$ cat config.mk
export PLATFORM = sky130hd
export DESIGN_NAME = jstk_spi_responder_flat
export DESIGN_NICKNAME = d
export VERILOG_FILES = /design/src/rtl/jstk_spi_responder_pkg.sv /design/src/rtl/jstk_spi_responder_if.sv /design/src/rtl/jstk_spi_responder_spi_pin_sync.sv /design/src/rtl/jstk_spi_responder.sv /design/src/flat_wrapper.sv
export SDC_FILE = /design/constraint.sdc
export NUM_CORES = 1
export LEC_CHECK = 0
export BUFFER_PORTS_ARGS = -buffer_cell sky130_fd_sc_hd__clkbuf_2
export CAP_MARGIN = 5
export CORE_MARGIN = 2
export CORE_UTILIZATION = 61
export CTS_CLUSTER_DIAMETER = 100
export DETAILED_ROUTE_END_ITERATION = 7
export GPL_ROUTABILITY_DRIVEN = 0
export PLACE_DENSITY = 0.84
export RECOVER_POWER = 25
export SLEW_MARGIN = 20
export SYNTH_ARGS = -nofsm -noshare
export SYNTH_HDL_FRONTEND = slang
export SYNTH_SLANG_ARGS = --single-unit
export TNS_END_PERCENT = 100
$ cat constraint.sdc
create_clock -name clk_i -period 5.1 [get_ports clk_i]
set_input_delay 1.02 -clock clk_i [delete_from_list [all_inputs] [get_ports clk_i]]
set_output_delay 1.02 -clock clk_i [all_outputs]
set_load 0.05 [all_outputs]
$ cat src/rtl/jstk_spi_responder_pkg.sv
// jstk_spi_responder_pkg: shared constants, FSM encoding and frame builder for the joystick responder
package jstk_spi_responder_pkg;
  localparam int JSTK_NUM_BYTES = 5;
  localparam int JSTK_LED_CMD_BIT = 7;
  localparam int JSTK_POS_W = 10;
  localparam int JSTK_BTN_W = 3;
  typedef enum logic [1:0] {IDLE, SHIFT, END} jstk_state_e;
  // byte0 lands in the low 8 bits so the frame can be shifted out a byte at a time
  function automatic logic [8*JSTK_NUM_BYTES-1:0] jstk_frame(
    input logic [JSTK_POS_W-1:0] x,
    input logic [JSTK_POS_W-1:0] y,
    input logic [JSTK_BTN_W-1:0] btn
  );
    return {5'b0, btn, 6'b0, y[9:8], y[7:0], 6'b0, x[9:8], x[7:0]};
  endfunction
endpackage

$ cat src/rtl/jstk_spi_responder_if.sv
// jstk_spi_responder_if: SPI pins plus joystick value/status bundle between master side and responder
interface jstk_spi_responder_if;
  import jstk_spi_responder_pkg::*;
  logic ss;
  logic sclk;
  logic mosi;
  logic miso;
  logic [JSTK_POS_W-1:0] x_pos;
  logic [JSTK_POS_W-1:0] y_pos;
  logic [JSTK_BTN_W-1:0] btn;
  logic [1:0] led;
  logic busy;
  logic done;
  modport slave (input ss, sclk, mosi, x_pos, y_pos, btn, output miso, led, busy, done);
  modport master (output ss, sclk, mosi, x_pos, y_pos, btn, input miso, led, busy, done);
endinterface

$ cat src/rtl/jstk_spi_responder_spi_pin_sync.sv
// spi_pin_sync: STAGES-deep synchronizer for an asynchronous pin with one-flop rise/fall detect
module spi_pin_sync #(
  parameter int STAGES = 2
) (
  input  logic clk_i,
  input  logic rst_i,
  input  logic pin_i,
  output logic level_o,
  output logic rise_o,
  output logic fall_o
);
  logic [STAGES-1:0] sync_q;
  logic prev_q;
  always_ff @(posedge clk_i) begin
    if (rst_i) begin
      sync_q <= '0;
      prev_q <= 1'b0;
    end else begin
      sync_q <= {sync_q[STAGES-2:0], pin_i};
      prev_q <= sync_q[STAGES-1];
    end
  end
  assign level_o = sync_q[STAGES-1];
  assign rise_o = level_o & ~prev_q;
  assign fall_o = ~level_o & prev_q;
endmodule

$ cat src/rtl/jstk_spi_responder.sv
// jstk_spi_responder: SPI mode-0 slave emulating the PmodJSTK (X/Y/buttons out, LED command in).
// Define JSTK_RESPONDER_TRISTATE_EN to float MISO whenever no transaction is in progress.
module jstk_spi_responder
  import jstk_spi_responder_pkg::*;
#(
  parameter int SYNC_STAGES = 2
) (
  input logic clk_i,
  input logic rst_i,
  jstk_spi_responder_if.slave bus
);
  logic ss_rise, ss_fall, sclk_rise, sclk_fall, mosi;
  logic [8*JSTK_NUM_BYTES-1:0] frame_w;
  logic [7:0] rx_d;
  jstk_state_e state_q;
  logic [8*JSTK_NUM_BYTES-9:0] frame_q;
  logic [7:0] tx_q;
  logic [6:0] rx_q;
  logic [2:0] bit_cnt_q, byte_cnt_q;
  logic miso_q, busy_q, done_q;
  logic [1:0] led_q;
  spi_pin_sync #(.STAGES(SYNC_STAGES)) u_ss (
    .clk_i(clk_i), .rst_i(rst_i), .pin_i(bus.ss), .level_o(), .rise_o(ss_rise), .fall_o(ss_fall)
  );
  spi_pin_sync #(.STAGES(SYNC_STAGES)) u_sclk (
    .clk_i(clk_i), .rst_i(rst_i), .pin_i(bus.sclk), .level_o(), .rise_o(sclk_rise), .fall_o(sclk_fall)
  );
  spi_pin_sync #(.STAGES(SYNC_STAGES)) u_mosi (
    .clk_i(clk_i), .rst_i(rst_i), .pin_i(bus.mosi), .level_o(mosi), .rise_o(), .fall_o()
  );
  assign frame_w = jstk_frame(bus.x_pos, bus.y_pos, bus.btn);
  assign rx_d = {rx_q, mosi};
  // frame_q drains a byte per load, so loads past byte4 naturally yield zero
  always_ff @(posedge clk_i) begin
    done_q <= 1'b0;
    if (rst_i) begin
      state_q <= IDLE;
      frame_q <= '0;
      tx_q <= '0;
      rx_q <= '0;
      bit_cnt_q <= '0;
      byte_cnt_q <= '0;
      miso_q <= 1'b0;
      led_q <= '0;
      busy_q <= 1'b0;
    end else begin
      case (state_q)
        IDLE: if (ss_fall) begin
          frame_q <= frame_w[8*JSTK_NUM_BYTES-1:8];
          tx_q <= frame_w[7:0];
          miso_q <= frame_w[7];
          bit_cnt_q <= '0;
          byte_cnt_q <= '0;
          busy_q <= 1'b1;
          state_q <= SHIFT;
        end
        SHIFT: if (ss_rise) begin
          miso_q <= 1'b0;
          busy_q <= 1'b0;
          done_q <= 1'b1;
          state_q <= END;
        end else if (sclk_rise) begin
          rx_q <= rx_d[6:0];
          bit_cnt_q <= bit_cnt_q + 3'd1;
          if (bit_cnt_q == 3'd7) begin
            byte_cnt_q <= (byte_cnt_q == 3'(JSTK_NUM_BYTES)) ? byte_cnt_q : byte_cnt_q + 3'd1;
            if (byte_cnt_q == 3'd0 && rx_d[JSTK_LED_CMD_BIT]) led_q <= rx_d[1:0];
          end
        end else if (sclk_fall) begin
          if (bit_cnt_q != 3'd0) begin
            tx_q <= {tx_q[6:0], 1'b0};
            miso_q <= tx_q[6];
          end else if (byte_cnt_q != 3'd0) begin
            tx_q <= frame_q[7:0];
            miso_q <= frame_q[7];
            frame_q <= frame_q >> 8;
          end
        end
        default: state_q <= IDLE;
      endcase
    end
  end
`ifdef JSTK_RESPONDER_TRISTATE_EN
  assign bus.miso = (state_q == SHIFT) ? miso_q : 1'bz;
`else
  assign bus.miso = miso_q;
`endif
  assign bus.led = led_q;
  assign bus.busy = busy_q;
  assign bus.done = done_q;
endmodule

$ cat src/flat_wrapper.sv
// flat-port wrapper written by rule: the top's interface ports become plain ports
module jstk_spi_responder_flat import jstk_spi_responder_pkg::*;
#(
  parameter int SYNC_STAGES = 2
)
  (clk_i, rst_i, bus_ss, bus_sclk, bus_mosi, bus_x_pos, bus_y_pos, bus_btn, bus_miso, bus_led, bus_busy, bus_done);
  jstk_spi_responder_if bus_i ();
  input logic clk_i;
  input logic rst_i;
  input wire logic [$bits(bus_i.ss)-1:0] bus_ss;
  input wire logic [$bits(bus_i.sclk)-1:0] bus_sclk;
  input wire logic [$bits(bus_i.mosi)-1:0] bus_mosi;
  input wire logic [$bits(bus_i.x_pos)-1:0] bus_x_pos;
  input wire logic [$bits(bus_i.y_pos)-1:0] bus_y_pos;
  input wire logic [$bits(bus_i.btn)-1:0] bus_btn;
  output wire logic [$bits(bus_i.miso)-1:0] bus_miso;
  output wire logic [$bits(bus_i.led)-1:0] bus_led;
  output wire logic [$bits(bus_i.busy)-1:0] bus_busy;
  output wire logic [$bits(bus_i.done)-1:0] bus_done;
  assign bus_i.ss = bus_ss;
  assign bus_i.sclk = bus_sclk;
  assign bus_i.mosi = bus_mosi;
  assign bus_i.x_pos = bus_x_pos;
  assign bus_i.y_pos = bus_y_pos;
  assign bus_i.btn = bus_btn;
  assign bus_miso = bus_i.miso;
  assign bus_led = bus_i.led;
  assign bus_busy = bus_i.busy;
  assign bus_done = bus_i.done;
  jstk_spi_responder #(.SYNC_STAGES(SYNC_STAGES)) u_core (.clk_i(clk_i), .rst_i(rst_i), .bus(bus_i));
endmodule
* Word level (Yosys, flattened, before mapping)
Cells that the tools add are included.
** Word-level totals
- Bits of input ports :: 28
- Register bits after elaboration :: 67
- Word-level logic and storage cells :: 97
- Output and inout port bits :: 5
** Operators by class
- Equal/unequal tests :: 17
- Reductions and logical operators :: 16
- Multiplexer cells :: 37
- Add/subtract/negate cells :: 2
- Bitwise operators :: 10
** Operators by type and width (number)
- $mux 32 :: 6
- $pmux 32 s2 :: 1
- $mux 7 :: 6
- $mux 3 :: 7
- $pmux 7 s2 :: 1
- $ne 2x1->1 const B :: 6
- $pmux 3 s2 :: 2
- $reduce_and 6->1 :: 2
- $reduce_and 5->1 :: 2
- $mux 1 :: 9
- $ne 2x2->1 const B :: 4
- $reduce_and 7->1 :: 1
- $add 3x1->3 const B :: 2
- $eq 3x3->1 const B :: 2
- $ne 3x1->1 const B :: 2
- $not 1->1 :: 6
- $reduce_and 3->1 :: 2
- $reduce_bool 3->1 :: 2
- $and 1x1->1 :: 4
- $mux 2 :: 2
- $ne 4x1->1 const B :: 1
- $pmux 1 s2 :: 2
- $pmux 2 s2 :: 1
- $reduce_and 4->1 :: 1
- 8 further kinds :: 8

* Longest topological paths before layout
- Depth after elaboration :: 7
- Depth in mapped cells :: 8
- Depth with buffers taken out :: 6

* Hierarchy
From an unflattened synthesis, not the netlist that was laid out.
** Unflattened totals
- Cell total of the unflattened synthesis :: 293
- Area total of the unflattened synthesis :: 2528.7 sq um
** Modules (own cells, without submodules)
- jstk_spi_responder :: times used 1, cells each 269, area an instance 2254.7 sq um
- spi_pin_sync :: times used 3, cells each 8, area an instance 91.3 sq um

* Worst setup path after synthesis
OpenSTA, ideal clock, no wires.
- Kind :: in2reg
- From :: in rst_i
- To :: reg u_core.done_q, in the netlist u_core.bus.done
- Path slack :: 3.326 ns
- Stages :: 3
- Setup time :: 0.132 ns
- Arrival :: 1.642 ns
- Required time :: 4.968 ns
- Cells stage by stage :: clkbuf_1 clkbuf_1 nor3_1
** Between the ends
- Cells in the longest elaborated chain, start to end :: 1
** Ends and longest elaborated chain
- start: declaration :: line flat_wrapper.sv:9 : input logic rst_i;
- $reduce_or 2->1 (no source line)
- end signal: assignment :: line jstk_spi_responder.sv:35 : done_q <= 1'b0;
- end signal: assignment :: line jstk_spi_responder.sv:60 : done_q <= 1'b1;
- end: declaration :: line jstk_spi_responder.sv:20 : logic miso_q, busy_q, done_q;
Every way passes these cells.
A chain may end at the register's enable or synchronous reset.

==> results by group <==
Worst setup path
  • CP max FO: 30
  • Worst-path cell chain: clkbuf_1 -> clkbuf_1 -> inv_1 -> o31ai_1 -> a21oi_1
  • Crit. End Element: flip-flop
  • CP Data Arrival Time: 3.23 ns
  • Critical-path top delay cell: clkbuf_1
  • Top cell by count, worst path: clkbuf_1
  • Crit Path Class: input pin to flip-flop
  • Max incr delay on CP: 1.05 ns
  • Startpoint type of the worst setup path: input pin
  • Worst endpoint required time: 5.32 ns

GRT
  • Vias in the first global route: 2001
  • First-pass GRT wire length: 8.99 mm
  • Overall routing resource usage: 26.0%
  • Largest net degree at the start of global routing: 31
  • GRT Residual Overflow: 0
  • Initial antenna violation count: 0

Drt
  • DR DRC count: 0
  • Vias per cell: 6.05
  • Routed WL per cell: 14.9 um
  • Via count: 2239
  • Total wire length: 5.51 mm
  • Initial DRC count: 113
  • Drt pass-1 iters: 4
  • Final ANT Viol Nets: 0

STA
  • Max Freq: 333 MHz
  • Slew headroom: 11.5%
  • Fin. Hold Viols: 0
  • Final worst slack: 2.10 ns
  • Final Critical Period: 3.00 ns
  • Final setup vio count: 0
  • Unrepaired setup endpoints after global routing: no
  • Worst slew pin tran: 1.33 ns
  • Slew Limit Fails: 0
  • Fin crit share: 58.9%
  • Max Clock Skew: 0.00601 ns
  • Setup_tns: 0 ns

Finish
  • Reg area: 0.00114 mm^2
  • Share of layout cells above drive strength 1: 15.9%
  • Area of the multi-input gates: 0.00127 mm^2
  • Fill cells: 332
  • Syn-to-layout area delta: 11.4%
  • Final net count: 351
  • Ant. Diodes: 0

Floorplan
  • Die ar.: 0.00471 mm^2
  • Area of the core: 0.00400 mm^2
  • Site Rows: 23
  • Initial Util: 63.7%
  • I/O Pins: 33
  • Vert. Die Dim: 68.6 um
  • Die Wd: 68.6 um

Clock tree
  • CTS Buffer Depth: 2
  • Worst-Skew Late Latency: 0.34 ns
  • Root Driver: clkbuf_8
  • CTS hold repair buffers: 0
  • Post-CTS setup buffers: 0
  • CTS Buf Count: 9
  • CTS Sinks: 57
  • CTS tree: yes
  • Worst-path clk slew: 0.06 ns
  • H-tree depth: 3
  • Post-CTS sizing: 0

Placed design
  • Port bufs: 32
  • Setup WS pre-CTS: 2.32 ns
  • HPWL Detailed: 3.40 mm

Power and ir drop
  • Final Power: 0.877 mW
  • LEAKAGE: 1.05 nW
  • PwrDens: 309 mW/mm^2
  • Max IR drop VDD: 223 uV

Synthesis
  • Library cells used by synthesis: 43
  • Number of flops mapped to enable cells by yosys: 0
  • Synth Instances: 296
  • Main synth FF type: dfxtp_1
  • Avg Inst Size Synth: 8.60 um^2
  • Asr flop ratio synth: 0%
  • Post-synthesis register bit count: 57
  • Total nets after synthesis: 330
  • Yosys Warn Count: 0
  • Post-Syn Area: 0.00255 mm^2
  • Sequential cell area fraction in the yosys report: 44.8%

Hold path
  • Hold Crit Class: flip-flop to flip-flop

Flow run
  • Max-Cap Viols: 0

Run status
  • Status: finished, final reports clean
## cell type report
class	count	share of cell area, %
Timing Repair Buffer	35	6.26
Inverter	7	0.926
Sequential cell	57	40.2
Clock buffer	14	5.73
Tap cell	50	2.21
Multi-Input combinational cell	207	44.6
## synthesized netlist by cell type (all sizes together), types with 2 or more instances
cell type	number	area (um^2)
a31oi	2	12.5
nor3b	3	22.5
o21bai	2	15.0
nor3	3	15.0
nor2b	11	68.8
o31ai	2	20.0
nand2b	4	25.0
a21oi	43	215
buf	14	82.6
a311oi	8	70.1
o21ai	29	145
nand2	36	135
inv	7	26.3
dfxtp	57	1140
nor2	9	36.3
ha	6	75.1
nand4	15	93.8
clkbuf	11	41.3
nand3	5	25.0
mux2i	7	70.1
a2111o	6	67.6
## kinds of logic after synthesis
| kind of cell | count (synthesis) | synth area share, % |
|---|---|---|
| and+or+nand+nor | 93 | 19.1 |
| buffers and inverters | 32 | 5.90 |
| muxes | 7 | 2.75 |
| adders and majority gates | 7 | 3.34 |
| DFF | 57 | 44.8 |
| AOI/OAI and AO/OA | 100 | 24.1 |
## cells in the final DEF, fill, tap and decap left out, types with 3 or more instances in the layout
| cell | instances |
|---|---|
| nor3b_1 | 3 |
| clkbuf_1 | 5 |
| nor2_1 | 8 |
| nor2b_1 | 11 |
| a21oi_1 | 43 |
| a2111o_1 | 6 |
| a311oi_1 | 8 |
| clkbuf_8 | 11 |
| nand4_1 | 15 |
| clkbuf_2 | 31 |
| o21ai_0 | 28 |
| nand2b_1 | 4 |
| nand2_1 | 36 |
| dfxtp_1 | 57 |
| mux2i_1 | 7 |
| nand3_1 | 5 |
| ha_1 | 6 |
| inv_1 | 7 |
## flip-flops by register name, indices dropped and copies added (netlist names)
signal and count:
u_core.bus.done 1, u_core.u_sclk.prev_q 1, u_core.byte_cnt_q 3, u_core.frame_q 22, u_core.u_ss.prev_q 1, u_core.state_q 2, u_core.bus.led 2, u_core.bit_cnt_q 3
u_core.u_sclk.sync_q 2, u_core.u_ss.sync_q 2, u_core.u_mosi.sync_q 2, u_core.rx_q 7, u_core.tx_q 7, u_core.bus.busy 1, u_core.bus.miso 1
## path summary, 6_finish.rpt
check,depth (start not counted),from,endpoint,slack (ns)
hold reg to reg,1,u_core.u_ss.sync_q[0],u_core.u_ss.sync_q[1],0.44
setup / recovery,5,rst_i,u_core.bus.miso,2.10
hold / removal,1,u_core.u_ss.sync_q[0],u_core.u_ss.sync_q[1],0.44
setup reg to reg,4,u_core.state_q[0],u_core.byte_cnt_q[2],2.58
## per-stage QoR
| step | hold slack, ns | std cells | area (um^2) | util [%] |
|---|---|---|---|---|
| after global routing | 0.462 | 370 | 2840 | 70.9 |
| after detailed placement | 0.428 | 356 | 2670 | 66.8 |
| after global placement | 0.419 | 356 | 2670 | 66.8 |
| after CTS | 0.442 | 370 | 2840 | 70.9 |
| after floorplan | 0.414 | 296 | 2550 | - |
| final | 0.436 | 370 | 2840 | 70.9 |
## power by group
group	total [mW]	switching, mW	leakage (nW)	internal, mW
registers	0.460	0.00577	0.462	0.454
clock network	0.359	0.161	0.0826	0.198
logic	0.0574	0.0363	0.504	0.0211
## metal layers
layer  GRT usage (%)  wire [um]
met1            34.0       2560
met2            39.3       2560
met3            5.36        233
met4            15.5        161
met5               0          0
## worst max-delay path, delay by kind of cell
family | cells | cell delay (ns)
buffers and inverters | 3 | 2.02
AO/OA/AOI/OAI | 2 | 0.18
(Power assumes the default switching activity.)
